`config.mk`:
```
export PLATFORM = sky130hd
export DESIGN_NAME = fib_lookup_arbiter
export DESIGN_NICKNAME = d
export VERILOG_FILES = /design/src/rtl/fib_pkg.sv /design/src/rtl/fib_rr_arbiter2.sv /design/src/rtl/fib_lookup_arbiter.sv
export SDC_FILE = /design/constraint.sdc
export NUM_CORES = 1
export LEC_CHECK = 0
export BUFFER_PORTS_ARGS = -buffer_cell sky130_fd_sc_hd__buf_2
export CAP_MARGIN = 0
export CORE_AREA = 4 4 138 140
export CTS_CLUSTER_DIAMETER = 120
export CTS_CLUSTER_SIZE = 16
export DETAILED_ROUTE_END_ITERATION = 10
export DIE_AREA = 0 0 142 144
export GPL_TIMING_DRIVEN = 0
export PLACE_DENSITY_LB_ADDON = 0.15
export SYNTH_ARGS = -nofsm -noshare
export SYNTH_HDL_FRONTEND = slang
export SYNTH_SLANG_ARGS = --single-unit
```
`constraint.sdc`:
```
create_clock -name clk -period 2.2 [get_ports clk]
set_input_delay 0.33 -clock clk [delete_from_list [all_inputs] [get_ports clk]]
set_output_delay 0.33 -clock clk [all_outputs]
set_load 0.01 [all_outputs]
```
`src/rtl/fib_pkg.sv`:
```
// Shared widths and enums for the FIB lookup arbiter and its round-robin grant.
package fib_pkg;

  localparam int PREFIX_W = 64;
  localparam int LEN_W    = 6;

  typedef enum logic [1:0] {
    IDLE    = 2'd0,
    ISSUE   = 2'd1,
    WAIT    = 2'd2,
    RESPOND = 2'd3
  } arb_state_t;

  typedef enum logic {
    REQ_PIT  = 1'b0,
    REQ_DATA = 1'b1
  } req_id_t;

endpackage

```
`src/rtl/fib_rr_arbiter2.sv`:
```
// Two-way round-robin grant: on a tie the requester not granted last time wins.
module fib_rr_arbiter2
  import fib_pkg::*;
(
  input  logic clk,
  input  logic rst,
  input  logic en,
  input  logic pit_valid,
  input  logic data_valid,
  output logic pit_grant,
  output logic data_grant
);

  req_id_t last_grant_reg;

  always_comb begin
    pit_grant  = 1'b0;
    data_grant = 1'b0;
    if (en) begin
      if (pit_valid && data_valid) begin
        pit_grant  = (last_grant_reg == REQ_DATA);
        data_grant = (last_grant_reg == REQ_PIT);
      end else begin
        pit_grant  = pit_valid;
        data_grant = data_valid;
      end
    end
  end

  // Starting from DATA lets PIT win the first tie after reset.
  always_ff @(posedge clk) begin
    if (rst) begin
      last_grant_reg <= REQ_DATA;
    end else if (pit_grant) begin
      last_grant_reg <= REQ_PIT;
    end else if (data_grant) begin
      last_grant_reg <= REQ_DATA;
    end
  end

endmodule

```
`src/rtl/fib_lookup_arbiter.sv`:
```
// Shares one FIB longest-prefix-match engine between the PIT and data paths:
// one request in flight, one-cycle FIB strobe, bounded wait, tagged response.
module fib_lookup_arbiter
  import fib_pkg::*;
#(
  parameter int TIMEOUT_CYCLES = 64,
  parameter int PREFIX_W       = fib_pkg::PREFIX_W,
  parameter int LEN_W          = fib_pkg::LEN_W
) (
  input  logic                clk,
  input  logic                rst,
  input  logic                pit_req_valid,
  input  logic [PREFIX_W-1:0] pit_req_prefix,
  input  logic [LEN_W-1:0]    pit_req_len,
  output logic                pit_req_ready,
  output logic                pit_resp_valid,
  input  logic                data_req_valid,
  input  logic [PREFIX_W-1:0] data_req_prefix,
  input  logic [LEN_W-1:0]    data_req_len,
  output logic                data_req_ready,
  output logic                data_resp_valid,
  output logic [PREFIX_W-1:0] resp_prefix,
  output logic [LEN_W-1:0]    resp_len,
  output logic                resp_err,
  output logic                fib_req,
  output logic [PREFIX_W-1:0] fib_prefix,
  output logic [LEN_W-1:0]    fib_len,
  input  logic                fib_done,
  input  logic [PREFIX_W-1:0] fib_match_prefix,
  input  logic [LEN_W-1:0]    fib_match_len,
  output logic                busy
);

  localparam int CNT_W = (TIMEOUT_CYCLES > 2) ? $clog2(TIMEOUT_CYCLES) : 1;
  localparam logic [CNT_W-1:0] CNT_LAST = CNT_W'(TIMEOUT_CYCLES - 1);

  arb_state_t          state_reg;
  req_id_t             owner_reg;
  logic [CNT_W-1:0]    cnt_reg;
  logic [PREFIX_W-1:0] req_prefix_reg;
  logic [LEN_W-1:0]    req_len_reg;
  logic                fib_req_reg;
  logic                pit_resp_valid_reg;
  logic                data_resp_valid_reg;
  logic [PREFIX_W-1:0] resp_prefix_reg;
  logic [LEN_W-1:0]    resp_len_reg;
  logic                resp_err_reg;

  logic                pit_grant;
  logic                data_grant;
  logic [PREFIX_W-1:0] sel_prefix;
  logic [LEN_W-1:0]    sel_len;

  fib_rr_arbiter2 u_rr (
    .clk        (clk),
    .rst        (rst),
    .en         (state_reg == IDLE),
    .pit_valid  (pit_req_valid),
    .data_valid (data_req_valid),
    .pit_grant  (pit_grant),
    .data_grant (data_grant)
  );

  assign sel_prefix = pit_grant ? pit_req_prefix : data_req_prefix;
  assign sel_len    = pit_grant ? pit_req_len    : data_req_len;

  always_ff @(posedge clk) begin
    if (rst) begin
      state_reg           <= IDLE;
      owner_reg           <= REQ_PIT;
      cnt_reg             <= '0;
      req_prefix_reg      <= '0;
      req_len_reg         <= '0;
      fib_req_reg         <= 1'b0;
      pit_resp_valid_reg  <= 1'b0;
      data_resp_valid_reg <= 1'b0;
      resp_prefix_reg     <= '0;
      resp_len_reg        <= '0;
      resp_err_reg        <= 1'b0;
    end else begin
      fib_req_reg         <= 1'b0;
      pit_resp_valid_reg  <= 1'b0;
      data_resp_valid_reg <= 1'b0;
      case (state_reg)
        IDLE: begin
          if (pit_grant || data_grant) begin
            owner_reg      <= pit_grant ? REQ_PIT : REQ_DATA;
            req_prefix_reg <= sel_prefix;
            req_len_reg    <= sel_len;
            // A zero-length prefix can never match; answer with an error at once.
            if (sel_len == '0) begin
              resp_prefix_reg     <= '0;
              resp_len_reg        <= '0;
              resp_err_reg        <= 1'b1;
              pit_resp_valid_reg  <= pit_grant;
              data_resp_valid_reg <= data_grant;
              state_reg           <= RESPOND;
            end else begin
              fib_req_reg <= 1'b1;
              state_reg   <= ISSUE;
            end
          end
        end
        ISSUE: begin
          cnt_reg   <= '0;
          state_reg <= WAIT;
        end
        WAIT: begin
          // fib_done takes priority over the timeout in the final cycle.
          if (fib_done) begin
            resp_prefix_reg     <= fib_match_prefix;
            resp_len_reg        <= fib_match_len;
            resp_err_reg        <= 1'b0;
            pit_resp_valid_reg  <= (owner_reg == REQ_PIT);
            data_resp_valid_reg <= (owner_reg == REQ_DATA);
            state_reg           <= RESPOND;
          end else if (cnt_reg == CNT_LAST) begin
            resp_prefix_reg     <= '0;
            resp_len_reg        <= '0;
            resp_err_reg        <= 1'b1;
            pit_resp_valid_reg  <= (owner_reg == REQ_PIT);
            data_resp_valid_reg <= (owner_reg == REQ_DATA);
            state_reg           <= RESPOND;
          end else begin
            cnt_reg <= cnt_reg + CNT_W'(1);
          end
        end
        RESPOND: begin
          state_reg <= IDLE;
        end
        default: begin
          state_reg <= IDLE;
        end
      endcase
    end
  end

  assign pit_req_ready   = pit_grant;
  assign data_req_ready  = data_grant;
  assign pit_resp_valid  = pit_resp_valid_reg;
  assign data_resp_valid = data_resp_valid_reg;
  assign resp_prefix     = resp_prefix_reg;
  assign resp_len        = resp_len_reg;
  assign resp_err        = resp_err_reg;
  assign fib_req         = fib_req_reg;
  assign fib_prefix      = req_prefix_reg;
  assign fib_len         = req_len_reg;
  assign busy            = (state_reg != IDLE);

endmodule

```
==> flow_summary.yaml, run 1 <==
floorplanning:
  start_util_pct: 38.0
  core_mm2: 0.0178
  dieHeight_um: 144
  rows: 49
  dieArea_mm2: 0.0204
  die_w_um: 142
  io_pins: 362
synthesis:
  syn_nets: 875
  ys_seq_elements: 154
  syn-mean-instance-area_um2: 10.3
  ys_warn_count: 0
  synth_commonest_cells: "154 x dfxtp_1, 88 x nor2_1, 70 x a32o_1"
  ys_types: 42
  synthCells: 656
  syn_area_mm2: 0.00679
  ys_seq_area_share_pct: 45.4
  synthArstFlopShare_pct: 0
  synth_ff_type: "dfxtp_1"
  synth_edf_count: 0
  synth_area_leader_cell: "dfxtp_1"
  yosys.cell_count.top_type: "dfxtp_1"
  synth_area_leaders: "dfxtp_1 45%, a32o_1 10%, mux2i_1 9.6%"
  synth_top_area_share_pct: 45.4
cts:
  hold_buffers: 0
  cts_buffer_depth: 2
  htree_levels: 4
  cts-root-buf: "clkbuf_16"
  clk_pin_slew_worst_paths_ps: 70
  cts_tree: "done"
  cts_inserted_buffers: 17
  clock_sinks: 154
  insertion_delay_ps: 420
sta:
  fin_crit_sh_pct: 97.9
  setup_ws_ps: 46.0
  setup_viol: 0
  fmax_ghz: 0.464
  period_minus_slack_ps: 2150
  rsz0062_at_grt: "yes"
  max-slew-margin-rel_pct: 56.9
  tightest_slew_ps: 647
  final_hold_viol_count: 0
  finClkSkew_ps: 9.39
  maxSlewViolCount: 0
pwr:
  leakagePower_nw: 4.65
  irDropWorstVdd_v: 0.000640
  cellPowerDensity_mw_per_mm2: 1190
routing:
  vias: 6445
  dr.pass1.iters: 5
  dr.first_iter.drc_count: 240
  ant_nets: 0
  drc: 0
  viasPerCell: 5.01
  wl_mm: 22.8
  wire_per_inst_um: 17.7
worst_setup_path:
  max_stage_delay_ps: 560
  r2r_slack_ps: 50
  ff2ff_path_depth: 9
  crit_chain: "inv_2 -> ha_4 -> nand2_4 -> or4b_4 -> a211oi_4 -> nor3_4 -> buf_6 -> clkbuf_16 -> a32o_1"
  startpoint_type: "flop"
  critPathArrivalTime_ps: 2460
  critPathMaxFanout: 5
  cp_top_family: "simple AND/OR/NAND/NOR gates"
  endpoint_kind: "flop"
  reg2reg_to: "resp_len[0]$_SDFFE_PP0P_"
  crit_required_ps: 2510
  cpMaxStageDelayCell: "or4b_4"
  crit_buf_inv: 3
  reg2reg_from: "state_reg[1]$_SDFFE_PP0P_"
  crit_type: "reg -> reg"
global_routing:
  grt_pass1_vias: 6250
  track_usage_pct: 21.4
  grt_pass1_wl_mm: 34.1
  antenna_found_initial: 5
  gr-total-overflow: 0
  grt_start_max_net_pins: 17
hold_path:
  min-delay-start: "pit_req_len[0]"
  holdPathEnd: "fib_len[0]$_SDFFE_PP0P_"
  min_path_type: "in -> reg"
  min_path_cells: 3
job:
  drv_cap: 0
layout:
  stdcell_count: 1287
  final_layout_size_suffix_gt1_share_pct: 45.5
  synthToLayoutAreaGrowth_pct: 41.9
  num-nets-final: 1262
place:
  io_buffers: 360
  dpl.hpwl_mm: 17.9
  gp_congestion: 0.804
  place_ws_ps: -562
  dp_cells: 1245
run_status:
  status: "complete, no violations"
report_power, final:
part           internal [mW]  total, mW  switching [mW]
sequential              3.47       3.81           0.335
clock                   1.61       2.84            1.23
combinational           2.01       4.81            2.80
cells by family after synthesis:
group / synth area share, %
mux: 9.59
buf+inv: 6.95
fa+ha+maj: 0.737
flops: 45.4
compound gates: 21.6
simple gates: 15.7
cell type report:
| class | instances | area [um2] |
|---|---|---|
| clock inverters | 14 | 138 |
| diodes | 2 | 5.00 |
| plain buffers | 63 | 459 |
| flip-flops and latches | 154 | 3090 |
| inverters | 5 | 18.8 |
| multi-input cells | 432 | 3300 |
| fillers | 1660 | 8210 |
| repair buffers | 370 | 1900 |
| well taps | 229 | 287 |
| clock buffers | 18 | 439 |
what timing repair did:
item	CTS	global route
cloned	0	1
gates resized for setup	34	13
setup endpoints to repair	141	140
setup buffers	7	2
pin swaps	6	2
cell usage in the layout (no fill, tap or decap), types with 7 or more instances in the layout:
| cell | count |
|---|---|
| clkbuf_16 | 18 |
| a211oi_1 | 67 |
| buf_2 | 367 |
| and2b_2 | 30 |
| buf_4 | 7 |
| mux2i_1 | 65 |
| dfxtp_1 | 151 |
| nand2_1 | 11 |
| and2b_1 | 41 |
| a32o_1 | 70 |
| clkbuf_1 | 24 |
| a21oi_1 | 8 |
| nor2_1 | 86 |
| o21ai_0 | 8 |
| buf_6 | 13 |
routing by layer:
metal | vias up | part of all wire, % | global-route usage, %
met4 | 8 | 1.3 | 6.06
met2 | 253 | 50 | 37.4
met1 | 2936 | 39 | 24.4
met5 | - | 0.34 | 0
li1 | 3217 | - | -
met3 | 31 | 9.4 | 8.23
through the flow:
stage / util (%) / power, mW / instance area [um2] / setup TNS [ps] / hold WS [ps]
6_report: 54.0 / 11.5 / 9630 / 0 / 174
2_1_floorplan: - / 6.79 / 6790 / -629 / 475
5_1_grt: 54.0 / 12.2 / 9630 / -730 / 176
3_3_place_gp: 49.8 / 8.47 / 8880 / -58190 / 443
3_5_place_dp: 49.8 / 8.50 / 8880 / -61350 / 450
4_1_cts: 53.6 / 11.5 / 9560 / 0 / 159
worst register-to-register path, stage by stage (launching register included):
cell and delay, ps:
dfxtp_2 330, inv_2 70, ha_4 170, nand2_4 60, or4b_4 560, a211oi_4 300
nor3_4 80, buf_6 150, clkbuf_16 150, a32o_1 190
worst max path at each step:
stage | from | to | slack (ps) | cells past startpoint
after detailed placement | state_reg[1]$_SDFFE_PP0P_ | fib_prefix[2]$_SDFFE_PP0P_ | -560 | 8
after global placement | state_reg[0]$_SDFFE_PP0P_ | resp_prefix[49]$_SDFFE_PP0P_ | -540 | 10
after global routing | state_reg[0]$_SDFFE_PP0P_ | resp_prefix[54]$_SDFFE_PP0P_ | -30 | 9
final | state_reg[1]$_SDFFE_PP0P_ | resp_len[0]$_SDFFE_PP0P_ | 50 | 9
after CTS | state_reg[0]$_SDFFE_PP0P_ | fib_len[4]$_SDFFE_PP0P_ | 9 | 7
after floorplan | pit_req_len[0] | resp_len[0]$_SDFFE_PP0P_ | -9 | 6
(Power assumes the default switching activity.)
==> inputs of run 2 (changes only) <==
Settings changed: CORE_AREA 4 4 138 140 to 4 4 137 139, DIE_AREA 0 0 142 144 to 0 0 141 143, GPL_TIMING_DRIVEN 0 to unset, SETUP_SLACK_MARGIN set to 0.15, SYNTH_HIERARCHICAL set to 1.
==> flow_summary.yaml, run 2 <==
pwr:
  p_seq_share_pct: 31.1
  cellPowerDensity_mw_per_mm2: 1200
  comb_power_share_pct: 44.1
  p_switching_mw: 4.40
  leakagePower_nw: 4.43
  intPower_mw: 7.52
  p_total_mw: 11.9
  p_clk_share_pct: 24.8
  swShare_pct: 36.9
  irDropWorstVdd_v: 0.000753
layout:
  layout_common_cells: "360 x buf_2, 153 x dfxtp_1, 79 x nor2_1, 76 x a21oi_1, 74 x a211oi_1"
  final_layout_size_suffix_gt1_share_pct: 44.5
  fin_area_mm2: 0.00994
  synthToLayoutAreaGrowth_pct: 53.1
  final_common_cell: "buf_2"
  num-nets-final: 1313
synthesis:
  synth_area_leaders: "dfxtp_1 47%, mux2i_1 11%, a211oi_1 8.6%"
  yosys.cell_count.top_type: "dfxtp_1"
  ys_seq_elements: 154
  syn-mean-instance-area_um2: 8.89
  ys_seq_area_share_pct: 47.5
  ys_warn_count: 6
  synth_edf_count: 0
  syn_nets: 949
  syn_area_mm2: 0.00649
  ys_types: 39
  synthCells: 730
  synth_commonest_cells: "154 x dfxtp_1, 81 x nor2_1, 80 x a21oi_1"
  synth_area_leader_cell: "dfxtp_1"
  synth_ff_type: "dfxtp_1"
  synthArstFlopShare_pct: 0
  synth_top_area_share_pct: 47.5
routing:
  dr.pass1.iters: 4
  ant_nets: 0
  wl_mm: 23.5
  viasPerCell: 5.14
  wire_per_inst_um: 17.6
  vias: 6871
  drc: 0
  dr.first_iter.drc_count: 375
cts:
  cts_buffer_depth: 2
  hold_buffers: 0
  cts-root-buf: "clkbuf_16"
  cts_inserted_buffers: 17
  insertion_delay_ps: 410
  htree_levels: 4
  clk_pin_slew_worst_paths_ps: 60
  clock_sinks: 154
  cts_tree: "done"
global_routing:
  grt-busiest-layer: "met2"
  grt_pass1_wl_mm: 35.0
  gr-total-overflow: 0
  antenna_found_initial: 1
  grtUsageMet1_pct: 27.5
  track_usage_pct: 21.7
  grt_start_max_net_pins: 54
  use_met2_pct: 36.5
  grt_pass1_vias: 6458
  use_met3_pct: 5.16
hold_path:
  min_path_cells: 3
  min_path_type: "in -> reg"
  min-delay-start: "fib_match_prefix[48]"
place:
  place_ws_ps: -133
  gp_congestion: 0.783
  io_buffers: 361
  dpl.hpwl_mm: 16.3
  placed_area_mm2: 0.00895
worst_setup_path:
  critPathCapture: "resp_prefix[52]$_SDFFE_PP0P_"
  startpoint_type: "flop"
  reg2reg_to: "resp_prefix[52]$_SDFFE_PP0P_"
  reg2reg_from: "state_reg[1]$_SDFFE_PP0P_"
  crit_chain: "inv_2 -> ha_4 -> nand2_4 -> a21oi_4 -> or4b_1 -> o22a_2 -> o21a_4 -> clkbuf_16 -> o21ai_4 -> a21oi_2"
  cpMaxStageDelayCell: "or4b_1"
  ff2ff_path_depth: 10
  crit_type: "reg -> reg"
  startpoint: "state_reg[1]$_SDFFE_PP0P_"
  max_stage_delay_ps: 440
  crit_required_ps: 2470
  endpoint_kind: "flop"
  critPathArrivalTime_ps: 2610
  critPathMaxFanout: 9
  r2r_slack_ps: -140
sta:
  fin_crit_sh_pct: 106
  period_minus_slack_ps: 2340
  fmax_ghz: 0.428
  setup_viol: 72
  tightest_slew_ps: 629
  rsz0062_at_grt: "yes"
  final_hold_viol_count: 0
  setup_ws_ps: -138
  maxSlewViolCount: 0
  max-slew-margin-rel_pct: 58.1
  whs_ps: 166
  finClkSkew_ps: 8.80
run_status:
  violations: "setup timing"
  status: "complete, but fails checks"
floorplanning:
  dieHeight_um: 143
  core_mm2: 0.0177
  rows: 49
  die_w_um: 141
  start_util_pct: 36.8
  dieArea_mm2: 0.0202
  io_pins: 362
job:
  drv_cap: 0
-- run 2: cell types whose count changed in the layout (fill, tap and decap cells not counted), moves of 9 or more --
cell      previous run  this run
o21ai_2              0        18
nand4_1              0        72
buf_12               0        20
and2b_2             30         0
clkbuf_1            24         2
a32o_1              70         0
and2b_1             41         0
buf_4                7        33
a21oi_1              8        76
o21ai_1              0        51
buf_6               13         4
-- run 2: worst min path at each step --
stage	end	slack, ps
4_1_cts	resp_prefix[48]$_SDFFE_PP0P_	140
2_1_floorplan	u_rr/last_grant_reg$_SDFFE_PP1P_	420
3_3_place_gp	resp_prefix[20]$_SDFFE_PP0P_	460
5_1_grt	resp_prefix[47]$_SDFFE_PP0P_	150
6_report	resp_prefix[48]$_SDFFE_PP0P_	170
3_5_place_dp	resp_prefix[14]$_SDFFE_PP0P_	470
-- run 2: cells by family after synthesis --
logic type / count (synthesis) / share of synthesized area (%)
AOI/OAI and AO/OA: 241 / 22.1
DFF: 154 / 47.5
adders and majority gates: 4 / 0.771
muxes: 71 / 10.9
and+or+nand+nor: 174 / 13.6
buffers and inverters: 86 / 5.18
-- run 2: layer usage --
| metal | up-vias | part of all wire (%) |
|---|---|---|
| li1 | 3451 | - |
| met1 | 3163 | 43 |
| met2 | 233 | 50 |
| met3 | 24 | 6.2 |
| met4 | 0 | 1.5 |
| met5 | - | 0 |
-- run 2: worst max-delay path: cells and delay by family, from the launching register on --
kind / cells / cell delay [ps]
AND/OR/NAND/NOR: 2 / 490
AO/OA/AOI/OAI: 5 / 940
buffers and inverters: 2 / 280
adder cells (fa/ha/maj): 1 / 150
flip-flops: 1 / 320
-- run 2: what timing repair did --
action / in CTS / in global routing
pin swaps: 11 / 2
setup buffers: 5 / 2
gates resized for setup: 10 / 22
endpoints found under the hold margin: 0 / 0
gates cloned: 3 / 6
setup endpoints to repair: 75 / 140
-- run 2: metrics by stage --
stage / setup TNS [ps] / utilization, % / instances
6_report: -5100 / 56.3 / 1336
5_1_grt: -13610 / 56.3 / 1336
4_1_cts: -4920 / 55.1 / 1327
3_5_place_dp: -5280 / 50.7 / 1288
3_3_place_gp: -1480 / 50.7 / 1288
2_1_floorplan: 0 / - / 730
-- run 2: area by class of cell --
| cell class | instances | area [um2] |
|---|---|---|
| antenna | 1 | 2.50 |
| sequential | 154 | 3080 |
| clock buffer | 20 | 447 |
| timing repair buffer | 425 | 2710 |
| multi-input combinational | 490 | 3250 |
| fill | 1642 | 7720 |
| tap | 229 | 287 |
| inverter | 6 | 22.5 |
| clock inverter | 11 | 144 |
-- run 2: power groups by stage --
stage | combinational (mW) | clock (mW) | sequential, mW
after detailed placement | 4.89 | 0 | 3.77
after global placement | 4.89 | 0 | 3.75
after floorplan | 2.42 | 0 | 4.08
after CTS | 5.14 | 3.03 | 3.71
after global routing | 5.70 | 3.13 | 3.78
final | 5.26 | 2.95 | 3.71
==> inputs of run 3 (changes only) <==
Settings changed: CTS_CLUSTER_SIZE 16 to 14, REMOVE_ABC_BUFFERS set to 1, SETUP_SLACK_MARGIN 0.15 to unset.
==> flow_summary.yaml, run 3 (synthesized netlist as in run 2, its figures left out) <==
pwr:
  swShare_pct: 37.4
  p_clk_share_pct: 24.5
  p_switching_mw: 4.82
  intPower_mw: 8.07
  leakagePower_nw: 4.68
  comb_power_share_pct: 46.4
  p_seq_share_pct: 29.1
  irDropWorstVdd_v: 0.000822
  cellPowerDensity_mw_per_mm2: 1210
place:
  dpl.hpwl_mm: 15.9
  placed_area_mm2: 0.00869
  io_buffers: 361
  dp_cells: 1272
  gp_congestion: 0.836
floorplanning:
  dieHeight_um: 143
  core_mm2: 0.0177
  io_pins: 362
  die_w_um: 141
  dieArea_mm2: 0.0202
  start_util_pct: 36.8
  rows: 49
routing:
  drc: 0
  wl_mm: 26.4
  vias: 7179
  dr.first_iter.drc_count: 314
  wire_per_inst_um: 19.4
  ant_nets: 0
  viasPerCell: 5.27
  dr.pass1.iters: 4
global_routing:
  grt_pass1_vias: 6697
  antenna_found_initial: 5
  grtUsageMet1_pct: 25.4
  grt-busiest-layer: "met2"
  use_met3_pct: 7.90
  grt_pass1_wl_mm: 35.2
  grt_start_max_net_pins: 62
  gr-total-overflow: 0
  track_usage_pct: 21.9
  use_met2_pct: 37.0
layout:
  stdcell_count: 1361
  final_layout_size_suffix_gt1_share_pct: 49.6
  num-nets-final: 1336
  final_common_cell: "buf_2"
  fin_area_mm2: 0.0106
  synthToLayoutAreaGrowth_pct: 63.9
  layout_common_cells: "360 x buf_2, 152 x dfxtp_1, 79 x nor2_1, 72 x nand4_1, 71 x mux2i_1"
cts:
  clock_sinks: 154
  cts-root-buf: "clkbuf_16"
  htree_levels: 4
  cts_buffer_depth: 2
  insertion_delay_ps: 420
  clk_pin_slew_worst_paths_ps: 60
  cts_tree: "done"
  cts_inserted_buffers: 17
hold_path:
  min_path_type: "in -> reg"
  min-delay-start: "fib_match_prefix[23]"
  holdPathEnd: "resp_prefix[23]$_SDFFE_PP0P_"
  min_path_cells: 3
sta:
  rsz0062_at_grt: "yes"
  setup_ws_ps: -223
  fmax_ghz: 0.413
  period_minus_slack_ps: 2420
  maxSlewViolCount: 0
  finClkSkew_ps: 6.06
  tightest_slew_ps: 500
  setup_viol: 77
  max-slew-margin-rel_pct: 66.6
  final_hold_viol_count: 0
  fin_crit_sh_pct: 110
run_status:
  violations: "setup timing"
  status: "complete, but fails checks"
worst_setup_path:
  reg2reg_from: "state_reg[1]$_SDFFE_PP0P_"
  reg2reg_to: "resp_prefix[11]$_SDFFE_PP0P_"
  crit_type: "reg -> reg"
  r2r_slack_ps: -220
  endpoint_kind: "flop"
  startpoint_type: "flop"
  ff2ff_path_depth: 11
  critPathArrivalTime_ps: 2750
  crit_required_ps: 2530
  critPathMaxFanout: 6
job:
  drv_cap: 0
run 3: cell types whose count changed in the layout (fill, tap and decap cells not counted), sizes merged, moves of 2 or more:
cell	before	now
diode	1	3
buf	420	433
clkbuf	23	35
bufbuf	2	0
run 3: routing by layer:
| layer | part of all wire [%] | up-vias |
|---|---|---|
| met5 | 0.027 | - |
| met2 | 49 | 302 |
| met4 | 2.6 | 2 |
| li1 | - | 3496 |
| met3 | 8.9 | 42 |
| met1 | 39 | 3337 |
run 3: critical path: stages, from the launching register on:
cell and delay [ps]:
dfxtp_2 320, inv_2 70, ha_4 150, nand2_4 50, a21oi_4 130, or4b_1 440, o22a_2 300, o21ai_4 230
buf_6 180, clkbuf_16 160, nand4_1 90, a21oi_1 200
run 3: repair_timing:
| item | CTS | global route |
|---|---|---|
| buffers inserted | 15 | 12 |
| pin swaps | 14 | 137 |
| setup endpoints to repair | 138 | 135 |
| gates resized for setup | 56 | 60 |
| gates cloned | 8 | 23 |
| hold buffers | 0 | 0 |
run 3: power by group through the flow:
stage / Combinational, mW / Clock (mW) / Sequential (mW)
floorplan: 1.91 / 0 / 3.59
detailed placement: 4.39 / 0 / 3.77
global route: 6.42 / 3.34 / 3.82
global placement: 4.37 / 0 / 3.78
finish: 5.97 / 3.16 / 3.75
CTS: 4.97 / 3.22 / 3.74
run 3: area by class of cell:
cell class | count | area (um2)
diodes | 3 | 7.51
clock buffers | 20 | 467
clock inverters | 11 | 168
fillers | 1577 | 7020
inverters | 6 | 22.5
multi-input cells | 490 | 3440
flip-flops and latches | 154 | 3090
well taps | 229 | 287
repair buffers | 448 | 3160
run 3: metrics by stage:
stage / power (mW) / utilization (%) / setup TNS (ps) / setup WS (ps) / hold slack, ps
4_1_cts: 11.9 / 55.9 / -7350 / -142 / 146
3_3_place_gp: 8.15 / 49.2 / -18110 / -174 / 460
2_1_floorplan: 5.50 / - / -1238080 / -9430 / 399
5_1_grt: 13.6 / 60.2 / -21990 / -334 / 160
6_report: 12.9 / 60.2 / -10610 / -223 / 172
3_5_place_dp: 8.16 / 49.2 / -26720 / -239 / 467
run 3: worst max-delay path by stage:
stage | from | to | slack [ps] | cells past startpoint
after floorplan | state_reg[0]$_SDFFE_PP0P_ | fib_len[0]$_SDFFE_PP0P_ | -9430 | 7
after global placement | state_reg[0]$_SDFFE_PP0P_ | resp_prefix[27]$_SDFFE_PP0P_ | -170 | 10
after detailed placement | state_reg[0]$_SDFFE_PP0P_ | fib_prefix[40]$_SDFFE_PP0P_ | -240 | 11
after CTS | state_reg[0]$_SDFFE_PP0P_ | resp_prefix[12]$_SDFFE_PP0P_ | -140 | 11
after global routing | state_reg[1]$_SDFFE_PP0P_ | resp_prefix[50]$_SDFFE_PP0P_ | -330 | 12
final | state_reg[1]$_SDFFE_PP0P_ | resp_prefix[11]$_SDFFE_PP0P_ | -220 | 11
